File: config.mk
export PLATFORM = sky130hd
export DESIGN_NAME = mod_step_up_down_counter
export DESIGN_NICKNAME = d
export VERILOG_FILES = /design/src/rtl/sequential_pkg.sv /design/src/rtl/mod_step_next.sv /design/src/rtl/mod_step_up_down_counter.sv
export SDC_FILE = /design/constraint.sdc
export NUM_CORES = 1
export LEC_CHECK = 0
export ABC_AREA = 1
export CORE_MARGIN = 2
export CORE_UTILIZATION = 40
export CTS_CLUSTER_SIZE = 40
export DETAILED_ROUTE_END_ITERATION = 10
export PLACE_DENSITY_LB_ADDON = 0.2
export SLEW_MARGIN = 20
export SYNTH_ARGS = -nofsm -noshare
export SYNTH_HDL_FRONTEND = slang
export SYNTH_SLANG_ARGS = --single-unit
File: constraint.sdc
create_clock -name clk -period 7.8 [get_ports clk]
set_input_delay 1.17 -clock clk [delete_from_list [all_inputs] [get_ports clk]]
set_output_delay 1.17 -clock clk [all_outputs]
set_load 0.05 [all_outputs]
File: src/rtl/sequential_pkg.sv
// Shared encodings for the sequential-circuit library: count direction and
// boundary behaviour selectors.
package sequential_pkg;

    localparam logic MODE_WRAP = 1'b0;
    localparam logic MODE_SAT  = 1'b1;

    localparam logic DIR_DOWN  = 1'b0;
    localparam logic DIR_UP    = 1'b1;

endpackage

File: src/rtl/mod_step_next.sv
// Combinational next-count unit: given the current count, step, limit,
// direction and boundary mode, produce the next count and event flags.
module mod_step_next
    import sequential_pkg::*;
#(
    parameter int N = 8
) (
    input  logic [N-1:0] q,
    input  logic [N-1:0] step,
    input  logic [N-1:0] limit,
    input  logic         up,
    input  logic         sat_mode,
    output logic [N-1:0] q_next,
    output logic         wrap_flag,
    output logic         sat_flag
);

    localparam logic [N:0] ONE = {{N{1'b0}}, 1'b1};

    // All arithmetic is carried in N+1 bits so limit+1 = 2^N and q+step
    // never lose a carry.
    logic [N:0] q_x;
    logic [N:0] lim_x;
    logic [N:0] step_eff;
    logic [N:0] modulus;
    logic [N:0] sum;

    always_comb begin
        q_x      = {1'b0, q};
        lim_x    = {1'b0, limit};
        // Clamping the step to the limit means one correction always
        // brings an overflowing or underflowing count back into 0..limit.
        step_eff = (step > limit) ? lim_x : {1'b0, step};
        modulus  = lim_x + ONE;
        sum      = q_x + step_eff;
    end

    always_comb begin
        q_next    = q;
        wrap_flag = 1'b0;
        sat_flag  = 1'b0;

        if (q_x > lim_x) begin
            // Limit was lowered below the current count: pull back in range.
            q_next = limit;
        end else if (up == DIR_UP) begin
            if (sum > lim_x) begin
                if (sat_mode == MODE_SAT) begin
                    q_next   = limit;
                    sat_flag = 1'b1;
                end else begin
                    q_next    = N'(sum - modulus);
                    wrap_flag = 1'b1;
                end
            end else begin
                q_next = N'(sum);
            end
        end else begin
            if (step_eff > q_x) begin
                if (sat_mode == MODE_SAT) begin
                    q_next   = '0;
                    sat_flag = 1'b1;
                end else begin
                    q_next    = N'(q_x + modulus - step_eff);
                    wrap_flag = 1'b1;
                end
            end else begin
                q_next = N'(q_x - step_eff);
            end
        end
    end

endmodule

File: src/rtl/mod_step_up_down_counter.sv
// Up/down counter with programmable modulus and step, parallel load, and
// per-cycle wrap/saturate selection; wrap and saturation reported as pulses.
module mod_step_up_down_counter
    import sequential_pkg::*;
#(
    parameter int N = 8
) (
    input  logic         clk,
    input  logic         reset,
    input  logic         enable,
    input  logic         up,
    input  logic         sat_mode,
    input  logic [N-1:0] step,
    input  logic [N-1:0] limit,
    input  logic         load,
    input  logic [N-1:0] load_val,
    output logic [N-1:0] Q,
    output logic         at_max,
    output logic         at_min,
    output logic         wrap_evt,
    output logic         sat_evt
);

    logic [N-1:0] q_next;
    logic         wrap_flag;
    logic         sat_flag;
    logic [N-1:0] load_clamped;

    mod_step_next #(
        .N(N)
    ) u_next (
        .q        (Q),
        .step     (step),
        .limit    (limit),
        .up       (up),
        .sat_mode (sat_mode),
        .q_next   (q_next),
        .wrap_flag(wrap_flag),
        .sat_flag (sat_flag)
    );

    assign load_clamped = (load_val > limit) ? limit : load_val;

    // Event pulses are cleared on every edge that is not an enabled count,
    // so they only ever last one cycle and line up with the new Q.
    always_ff @(posedge clk) begin
        if (reset) begin
            Q        <= '0;
            wrap_evt <= 1'b0;
            sat_evt  <= 1'b0;
        end else if (load) begin
            Q        <= load_clamped;
            wrap_evt <= 1'b0;
            sat_evt  <= 1'b0;
        end else if (enable) begin
            Q        <= q_next;
            wrap_evt <= wrap_flag;
            sat_evt  <= sat_flag;
        end else begin
            wrap_evt <= 1'b0;
            sat_evt  <= 1'b0;
        end
    end

    assign at_max = (Q == limit);
    assign at_min = (Q == '0);

endmodule

==> results.sh, run 1 <==
export IMPL_cts_inserted_buffers=3
export IMPL_num_rows=34
export IMPL_synth_async_reset_ratio_pct=0
export IMPL_cp_required_ns=7.96
export IMPL_ys_ff_latch=10
export IMPL_status="finished clean"
export IMPL_synth_ff_type="dfxtp_1"
export IMPL_antenna_cells=0
export IMPL_die_area_um2=9875
export IMPL_seq_area_frac_synth_pct=5.502
export IMPL_place_inst=709
export IMPL_drt_wirelength_per_cell_um=16.95
export IMPL_cts_root_buf="clkbuf_8"
export IMPL_h_tree_depth=1
export IMPL_dp_final_hpwl_mm=10.03
export IMPL_worst_path_buf_inv=5
export IMPL_path_common_cell="nand2_1"
export IMPL_wl_met2_mm=5.832
export IMPL_vias_per_cell=5.496
export IMPL_clk_pin_slew_ns=0.05
export IMPL_reg2reg_depth=20
export IMPL_routed_top_layer="met4"
export IMPL_post_cts_repair_setup_buffers=0
export IMPL_hold_buffers=0
export IMPL_cts_resized=0
export IMPL_syn_inst=570
export IMPL_post_route_period_util_pct=85.69
export IMPL_critical_path_class="primary input to register"
export IMPL_cpPeakStageDelay_ns=0.90
export IMPL_relSlewSlack_pct=32.26
export IMPL_tightest_slew_ns=1.005
export IMPL_critical_path_arrival_ns=6.85
export IMPL_drive_gt1_share_pct=4.298
export IMPL_final_setup_skew_ns=0.002842
export IMPL_setup_violations=0
export IMPL_num_vias=3919
export IMPL_yosysWarningCount=0
export IMPL_critPathSlowestCell="o21ai_0"
export IMPL_drt_iter0_drc=261
export IMPL_synthTopCellsByArea="ha_1 26%, nand2_1 14%, inv_1 9.0%"
export IMPL_synthDistinctLibCells=40
export IMPL_crit_fanout=16
export IMPL_synth_top_area_share_pct=25.79
export IMPL_finalSetupTns_ns=0
export IMPL_area_growth_pct=15.03
export IMPL_end_kind="register"
export IMPL_start_util_pct=41.52
export IMPL_grt_total_usage_pct=24.78
export IMPL_reg2reg_from="Q[4]"
export IMPL_drt_pre_antenna_iters=5
export IMPL_cts_tree="done"
export IMPL_synth_edf_count=0
export IMPL_p_per_area_nw_per_um2=229.3
export IMPL_fin_nets=721
export IMPL_cp_startpoint="limit[3]"
export IMPL_rsz0062_at_grt="false"
export IMPL_wl_met3_um=611
export IMPL_grt_max_degree=17
export IMPL_finalHoldViolCount=0
export IMPL_fmax_mhz=149.6
export IMPL_min_path_type="register to register"
export IMPL_p_leak_nw=2.184
export IMPL_syn_area_um2=3638
export IMPL_crit_end="Q[3]"
export IMPL_min_period_ns=6.684
export IMPL_grt_pass1_wl_mm=19.35
export IMPL_worst_skew_pair_late_latency_ns=0.23
export IMPL_gp_congestion=1.058
export IMPL_postSynthAreaPerCell_um2=6.383
export IMPL_stdcell_count=713
export IMPL_drc=0
export IMPL_syn_nets=685
export IMPL_die_height_um=99.38
export IMPL_cp_start_kind="primary input"
export IMPL_wl_met1_mm=5.367
export IMPL_drv_slew=0
export IMPL_critPathTopFamily="compound AO/OA/AOI/OAI gates"
export IMPL_r2r_slack_ns=4.02
export IMPL_chipWidth_um=99.38
export IMPL_core_um2=8763
export IMPL_num_io_pins=42
export IMPL_drtAntennaViolNets=0
export IMPL_grt_pass1_vias=3841
export IMPL_gr_total_overflow=0
export IMPL_cts_max_path_buffers=2
export IMPL_reg2reg_to="Q[3]"
export IMPL_synth_top_area_cell="ha_1"
export IMPL_drv_cap=0
export IMPL_yosysMostFrequentCell="nand2_1"
export IMPL_clock_sinks=10
export IMPL_crit_cells=28
export IMPL_antenna_found_initial=0
export IMPL_finalWirelength_mm=12.09
export IMPL_max_vdd_ir_drop_mv=0.08876
export IMPL_portBuffers=41
export IMPL_synth_common_cells="136 x nand2_1, 87 x inv_1, 75 x ha_1"
logic make-up after synthesis:
logic type               after synthesis  share of synthesized area, %
AND/OR/NAND/NOR                      224                         27.34
AO/OA/AOI/OAI                        124                         18.78
buffers and inverters                102                         11.07
adder cells (fa/ha/maj)               85                         31.29
XOR/XNOR                              25                         6.018
flip-flops                            10                         5.502
layout by cell type (no fill, tap or decap), drive strengths merged, types with 7 or more instances in the layout:
cell,count
o21ai,52
xor2,22
nand3,33
ha,75
inv,90
nand2,141
nand4,10
fa,10
dfxtp,10
nor2,28
clkdlybuf4s50,41
a21oi,54
o211ai,7
metrics by stage:
step / util [%] / hold slack (ns) / power, W / setup slack (ns) / area (µm²)
finish: 47.76 / 0.6546 / 0.0009595 / 1.116 / 4185
floorplan: - / 0.7941 / 0.0006717 / 2.615 / 3638
CTS: 47.76 / 0.6475 / 0.0009477 / 1.193 / 4185
global placement: 47.13 / 0.6388 / 0.0008686 / 0.9763 / 4130
detailed placement: 47.13 / 0.6302 / 0.0008784 / 0.9704 / 4130
global route: 47.76 / 0.7047 / 0.001065 / 0.6218 / 4185
how the worst min path moves through the flow:
stage	start	to	depth (start not counted)
2_1_floorplan	Q[7]	Q[7]	2
3_3_place_gp	Q[7]	Q[7]	2
3_5_place_dp	Q[7]	Q[7]	2
4_1_cts	Q[7]	Q[7]	2
5_1_grt	Q[7]	Q[7]	2
6_report	Q[7]	Q[7]	2
worst register-to-register path, delay by kind of cell, from the launching register on:
family	cells	cell delay, ns
AND/OR/NAND/NOR	11	1.38
adder cells (fa/ha/maj)	2	0.75
flip-flops	1	0.65
AO/OA/AOI/OAI	4	0.57
buffers and inverters	3	0.36
power by group:
part / leakage, nW / switching [W] / internal, W / total (W)
clock network: 0.0288 / 0.0000203 / 0.0000444 / 0.0000646
registers: 0.0827 / 0.0000248 / 0.0000586 / 0.0000835
logic: 2.07 / 0.000518 / 0.000294 / 0.000811
layer usage:
| layer | track usage [%] | up-vias |
|---|---|---|
| met1 | 32.75 | 1788 |
| met5 | 0 | - |
| met3 | 1.195 | 25 |
| met2 | 44.33 | 143 |
| met4 | 5.901 | 0 |
| li1 | - | 1963 |
sequential cells by signal, indices dropped and copies added, names as in the netlist:
register  flops
wrap_evt      1
Q             8
sat_evt       1
layout make-up:
type	instances	area, µm²
multi-input cells	458	3035
flip-flops and latches	10	200.2
repair buffers	42	417.9
clock buffers	4	55.05
fillers	931	4578
inverters	91	341.6
well taps	108	135.1
Note: power is estimated with default switching activity, not from simulation.
==> run 2, diff against run 1 <==
--- a/config.mk
+++ b/config.mk
@@ -7,7 +7,7 @@
 export LEC_CHECK = 0
 export ABC_AREA = 1
 export CORE_MARGIN = 2
-export CORE_UTILIZATION = 40
+export CORE_UTILIZATION = 50
 export CTS_CLUSTER_SIZE = 40
 export DETAILED_ROUTE_END_ITERATION = 10
 export PLACE_DENSITY_LB_ADDON = 0.2
==> results.sh, run 2 (same netlist as run 1, synthesis figures left out) <==
export IMPL_clk_pin_slew_ns=0.05
export IMPL_cts_tree="done"
export IMPL_p_leak_nw=2.184
export IMPL_holdWs_ns=0.6361
export IMPL_final_util_pct=58.49
export IMPL_grt_pass1_wl_mm=18.29
export IMPL_cts_resized=0
export IMPL_layout_common_cells="136 x nand2_1, 87 x inv_1, 75 x ha_1"
export IMPL_wl_met3_um=826
export IMPL_drt_wirelength_per_cell_um=16.60
export IMPL_antenna_found_initial=0
export IMPL_gp_congestion=1.015
export IMPL_critPathSlowestCell="o21ai_0"
export IMPL_critical_path_arrival_ns=6.84
export IMPL_finalHoldViolCount=0
export IMPL_fin_nets=721
export IMPL_critical_path_class="primary input to register"
export IMPL_drc=0
export IMPL_grt_pass1_vias=3572
export IMPL_drv_cap=0
export IMPL_finalWirelength_mm=11.69
export IMPL_cts_max_path_buffers=2
export IMPL_hold_start="Q[7]"
export IMPL_cpPeakStageDelay_ns=0.80
export IMPL_top_register="Q"
export IMPL_cp_startpoint="limit[3]"
export IMPL_min_path_type="register to register"
export IMPL_die_height_um=89.31
export IMPL_status="finished clean"
export IMPL_min_period_ns=6.672
export IMPL_clock_sinks=10
export IMPL_cts_root_buf="clkbuf_8"
export IMPL_portBuffers=41
export IMPL_h_tree_depth=1
export IMPL_crit_fanout=16
export IMPL_cp_required_ns=7.97
export IMPL_p_per_area_nw_per_um2=228.3
export IMPL_setup_violations=0
export IMPL_chipWidth_um=89.31
export IMPL_final_setup_skew_ns=0.006120
export IMPL_r2r_slack_ns=4.03
export IMPL_wl_met2_mm=5.520
export IMPL_post_cts_repair_setup_buffers=0
export IMPL_core_um2=7137
export IMPL_vias_per_cell=5.511
export IMPL_start_util_pct=50.98
export IMPL_fill_cells=738
export IMPL_fmax_mhz=149.9
export IMPL_routed_top_layer="met4"
export IMPL_final_common_cell="nand2_1"
export IMPL_path_common_cell="nand2_1"
export IMPL_max_vdd_ir_drop_mv=0.07668
export IMPL_post_route_period_util_pct=85.54
export IMPL_antenna_cells=0
export IMPL_drt_pre_antenna_iters=7
export IMPL_num_vias=3880
export IMPL_wl_met1_mm=5.062
export IMPL_area_growth_pct=14.72
export IMPL_relSlewSlack_pct=40.19
export IMPL_gr_total_overflow=0
export IMPL_hold_buffers=0
export IMPL_end_kind="register"
export IMPL_num_io_pins=42
export IMPL_num_rows=31
export IMPL_grt_max_degree=17
export IMPL_drv_slew=0
export IMPL_worst_path_buf_inv=5
export IMPL_drive_gt1_share_pct=4.298
export IMPL_largestRegisters="Q x8, sat_evt x1, wrap_evt x1"
export IMPL_drt_iter0_drc=300
export IMPL_reg2reg_from="Q[4]"
export IMPL_worst_skew_pair_late_latency_ns=0.24
export IMPL_die_area_um2=7975
export IMPL_finalSetupTns_ns=0
export IMPL_cts_inserted_buffers=3
export IMPL_cp_start_kind="primary input"
export IMPL_largest_reg_flops=8
export IMPL_dp_final_hpwl_mm=9.785
export IMPL_grt_total_usage_pct=30.30
export IMPL_critPathTopFamily="compound AO/OA/AOI/OAI gates"
export IMPL_rsz0062_at_grt="false"
export IMPL_tightest_slew_ns=0.8877
export IMPL_drtAntennaViolNets=0
==> run 2: metrics by stage <==
stage	instance area (µm²)	total power [W]	instances	setup WS (ns)
global placement	4119	0.0008621	700	1.072
detailed placement	4119	0.0008694	700	1.026
global route	4174	0.001054	704	0.8366
floorplan	3638	0.0006717	570	2.615
CTS	4174	0.0009402	704	1.260
finish	4174	0.0009527	704	1.128
==> run 2: power by group <==
group	leakage, nW	switching (W)	internal (W)
sequential	0.0827	0.0000231	0.0000587
combinational	2.07	0.000513	0.000293
clock	0.0288	0.0000205	0.0000444
total	2.18	0.000557	0.000396
==> run 2: layer usage <==
layer	GRT usage (%)	vias to the layer above
met5	0	-
met4	7.598	0
met3	2.678	20
met2	51.65	151
met1	41.19	1756
li1	-	1953
==> run 2: final timing paths <==
check	end	cells after the start
worst max-delay path	Q[3]	28
worst min-delay path	Q[7]	2
worst max register to register	Q[3]	20
worst min register to register	Q[7]	2
==> run 2: worst reg2reg max path: cells and delay by family, from the launching register on <==
| family | cells | cell delay [ns] |
|---|---|---|
| AO/OA/AOI/OAI | 6 | 0.88 |
| adder cells (fa/ha/maj) | 2 | 0.66 |
| buffers and inverters | 3 | 0.36 |
| flip-flops | 1 | 0.64 |
| AND/OR/NAND/NOR | 9 | 1.15 |
==> run 2: layout make-up <==
cell class	count	area [µm²]	share of cell area (%)
multi-input combinational	458	3035	72.72
timing repair buffer	42	417.9	10.01
inverter	91	341.6	8.183
sequential	10	200.2	4.796
tap	99	123.9	2.968
clock buffer	4	55.05	1.319
==> run 3, diff against run 2 <==
--- a/config.mk
+++ b/config.mk
@@ -7,7 +7,7 @@
 export LEC_CHECK = 0
 export ABC_AREA = 1
 export CORE_MARGIN = 2
-export CORE_UTILIZATION = 50
+export CORE_UTILIZATION = 35
 export CTS_CLUSTER_SIZE = 40
 export DETAILED_ROUTE_END_ITERATION = 10
 export PLACE_DENSITY_LB_ADDON = 0.2
==> constraint.sdc (replaced) <==
create_clock -name clk -period 6.89 [get_ports clk]
set_input_delay 1.0335 -clock clk [delete_from_list [all_inputs] [get_ports clk]]
set_output_delay 1.0335 -clock clk [all_outputs]
set_load 0.05 [all_outputs]
==> results.sh, run 3 (same netlist as run 1, synthesis figures left out) <==
export IMPL_status="finished clean"
export IMPL_portBuffers=41
export IMPL_gr_total_overflow=0
export IMPL_cp_required_ns=7.02
export IMPL_post_route_period_util_pct=89.17
export IMPL_fill_cells=1095
export IMPL_clockPowerShare_pct=6.9
export IMPL_clk_pin_slew_ns=0.05
export IMPL_finalHoldViolCount=0
export IMPL_drt_pre_antenna_iters=5
export IMPL_antenna_found_initial=0
export IMPL_hold_buffers=0
export IMPL_core_um2=10230
export IMPL_fmax_mhz=162.8
export IMPL_chipWidth_um=106.0
export IMPL_clock_sinks=10
export IMPL_worst_skew_pair_late_latency_ns=0.24
export IMPL_p_per_area_nw_per_um2=258.8
export IMPL_final_common_cell="nand2_1"
export IMPL_fin_nets=733
export IMPL_drive_gt1_share_pct=6.159
export IMPL_cts_max_path_buffers=2
export IMPL_drt_iter0_drc=294
export IMPL_critPathSlowestCell="o21ai_1"
export IMPL_largest_reg_flops=8
export IMPL_path_common_cell="nand2_1"
export IMPL_drt_wirelength_per_cell_um=17.60
export IMPL_p_comb_share_pct=84.5
export IMPL_cts_tree="done"
export IMPL_gp_congestion=0.9572
export IMPL_layout_common_cells="136 x nand2_1, 87 x inv_1, 75 x ha_1"
export IMPL_grt_pass1_wl_mm=20.31
export IMPL_power_share_sequential_pct=8.6
export IMPL_dp_final_hpwl_mm=11.01
export IMPL_grt_total_usage_pct=23.64
export IMPL_drv_cap=0
export IMPL_largestRegisters="Q x8, sat_evt x1, wrap_evt x1"
export IMPL_min_path_type="register to register"
export IMPL_cts_root_buf="clkbuf_8"
export IMPL_drtAntennaViolNets=0
export IMPL_tightest_slew_ns=0.8713
export IMPL_finalSetupTns_ns=0
export IMPL_crit_fanout=16
export IMPL_area_growth_pct=18.47
export IMPL_drc=0
export IMPL_sw_frac_of_total_pct=58.54
export IMPL_final_setup_skew_ns=0.001386
export IMPL_drv_slew=0
export IMPL_min_period_ns=6.144
export IMPL_relSlewSlack_pct=41.52
export IMPL_num_io_pins=42
export IMPL_stdcell_count=753
export IMPL_grt_max_degree=17
export IMPL_die_height_um=106.0
export IMPL_post_cts_repair_setup_buffers=0
export IMPL_antenna_cells=0
export IMPL_cpPeakStageDelay_ns=0.65
export IMPL_finalWirelength_mm=13.26
export IMPL_p_int_w=0.0004626
export IMPL_p_leak_nw=2.242
export IMPL_place_inst=749
export IMPL_critical_path_arrival_ns=6.27
export IMPL_num_rows=37
export IMPL_h_tree_depth=1
export IMPL_die_area_um2=11230
export IMPL_setup_violations=0
export IMPL_max_vdd_ir_drop_mv=0.09612
export IMPL_rsz0062_at_grt="false"
export IMPL_cts_inserted_buffers=3
export IMPL_num_vias=3920
export IMPL_start_util_pct=35.56
export IMPL_cp_start_kind="primary input"
export IMPL_end_kind="register"
export IMPL_p_switching_w=0.0006531
export IMPL_top_register="Q"
export IMPL_grt_pass1_vias=3725
export IMPL_cts_resized=0
export IMPL_critical_path_class="primary input to register"
export IMPL_vias_per_cell=5.206
## run 3: routing by layer
| layer | routed length [µm] | global-route usage (%) | vias up |
|---|---|---|---|
| met5 | 0 | 0 | - |
| met4 | 223 | 5.451 | 0 |
| met3 | 433 | 0.6131 | 15 |
| met2 | 6559 | 43.55 | 113 |
| met1 | 6039 | 30.64 | 1813 |
| li1 | - | - | 1979 |
## run 3: worst paths after layout
| kind | slack (ns) | to | start | cells past startpoint |
|---|---|---|---|---|
| worst min register to register | 0.65 | Q[7] | Q[7] | 2 |
| worst min-delay path | 0.65 | Q[7] | Q[7] | 2 |
| worst max register to register | 3.24 | Q[4] | Q[4] | 19 |
| worst max-delay path | 0.75 | Q[4] | limit[7] | 27 |
## run 3: final cells by class
class	instances	area, µm²	share of cell area, %
Clock buffer	4	55.05	1.277
Inverter	91	341.6	7.925
Tap cell	136	170.2	3.948
Timing Repair Buffer	54	508.0	11.79
Sequential cell	10	200.2	4.644
Multi-Input combinational cell	458	3035	70.42
## run 3: per-stage QoR
| stage | hold slack, ns | setup slack, ns | power (W) | utilization (%) | area (µm²) |
|---|---|---|---|---|---|
| finish | 0.6538 | 0.7464 | 0.001116 | 42.13 | 4310 |
| global route | 0.7104 | 0.3084 | 0.001225 | 42.13 | 4310 |
| CTS | 0.6426 | 0.8330 | 0.001102 | 42.13 | 4310 |
| detailed placement | 0.6223 | 0.5901 | 0.001021 | 41.59 | 4255 |
| global placement | 0.6316 | 0.6420 | 0.001016 | 41.59 | 4255 |
| floorplan | 0.7941 | 1.842 | 0.0007604 | - | 3638 |
## run 3: power groups by stage
stage | logic [W] | clock network [W] | registers, W
finish | 0.000942 | 0.0000772 | 0.0000962
CTS | 0.000930 | 0.0000756 | 0.0000957
floorplan | 0.000651 | 0 | 0.000109
global route | 0.00105 | 0.0000790 | 0.0000967
global placement | 0.000918 | 0 | 0.0000976
detailed placement | 0.000924 | 0 | 0.0000968
## run 3: critical path, delay by kind of cell
kind                     cells  cell delay (ns)
AO/OA/AOI/OAI                6             1.49
XOR/XNOR                     1             0.15
adder cells (fa/ha/maj)      4             1.33
buffers and inverters        5             1.00
AND/OR/NAND/NOR             11             1.28
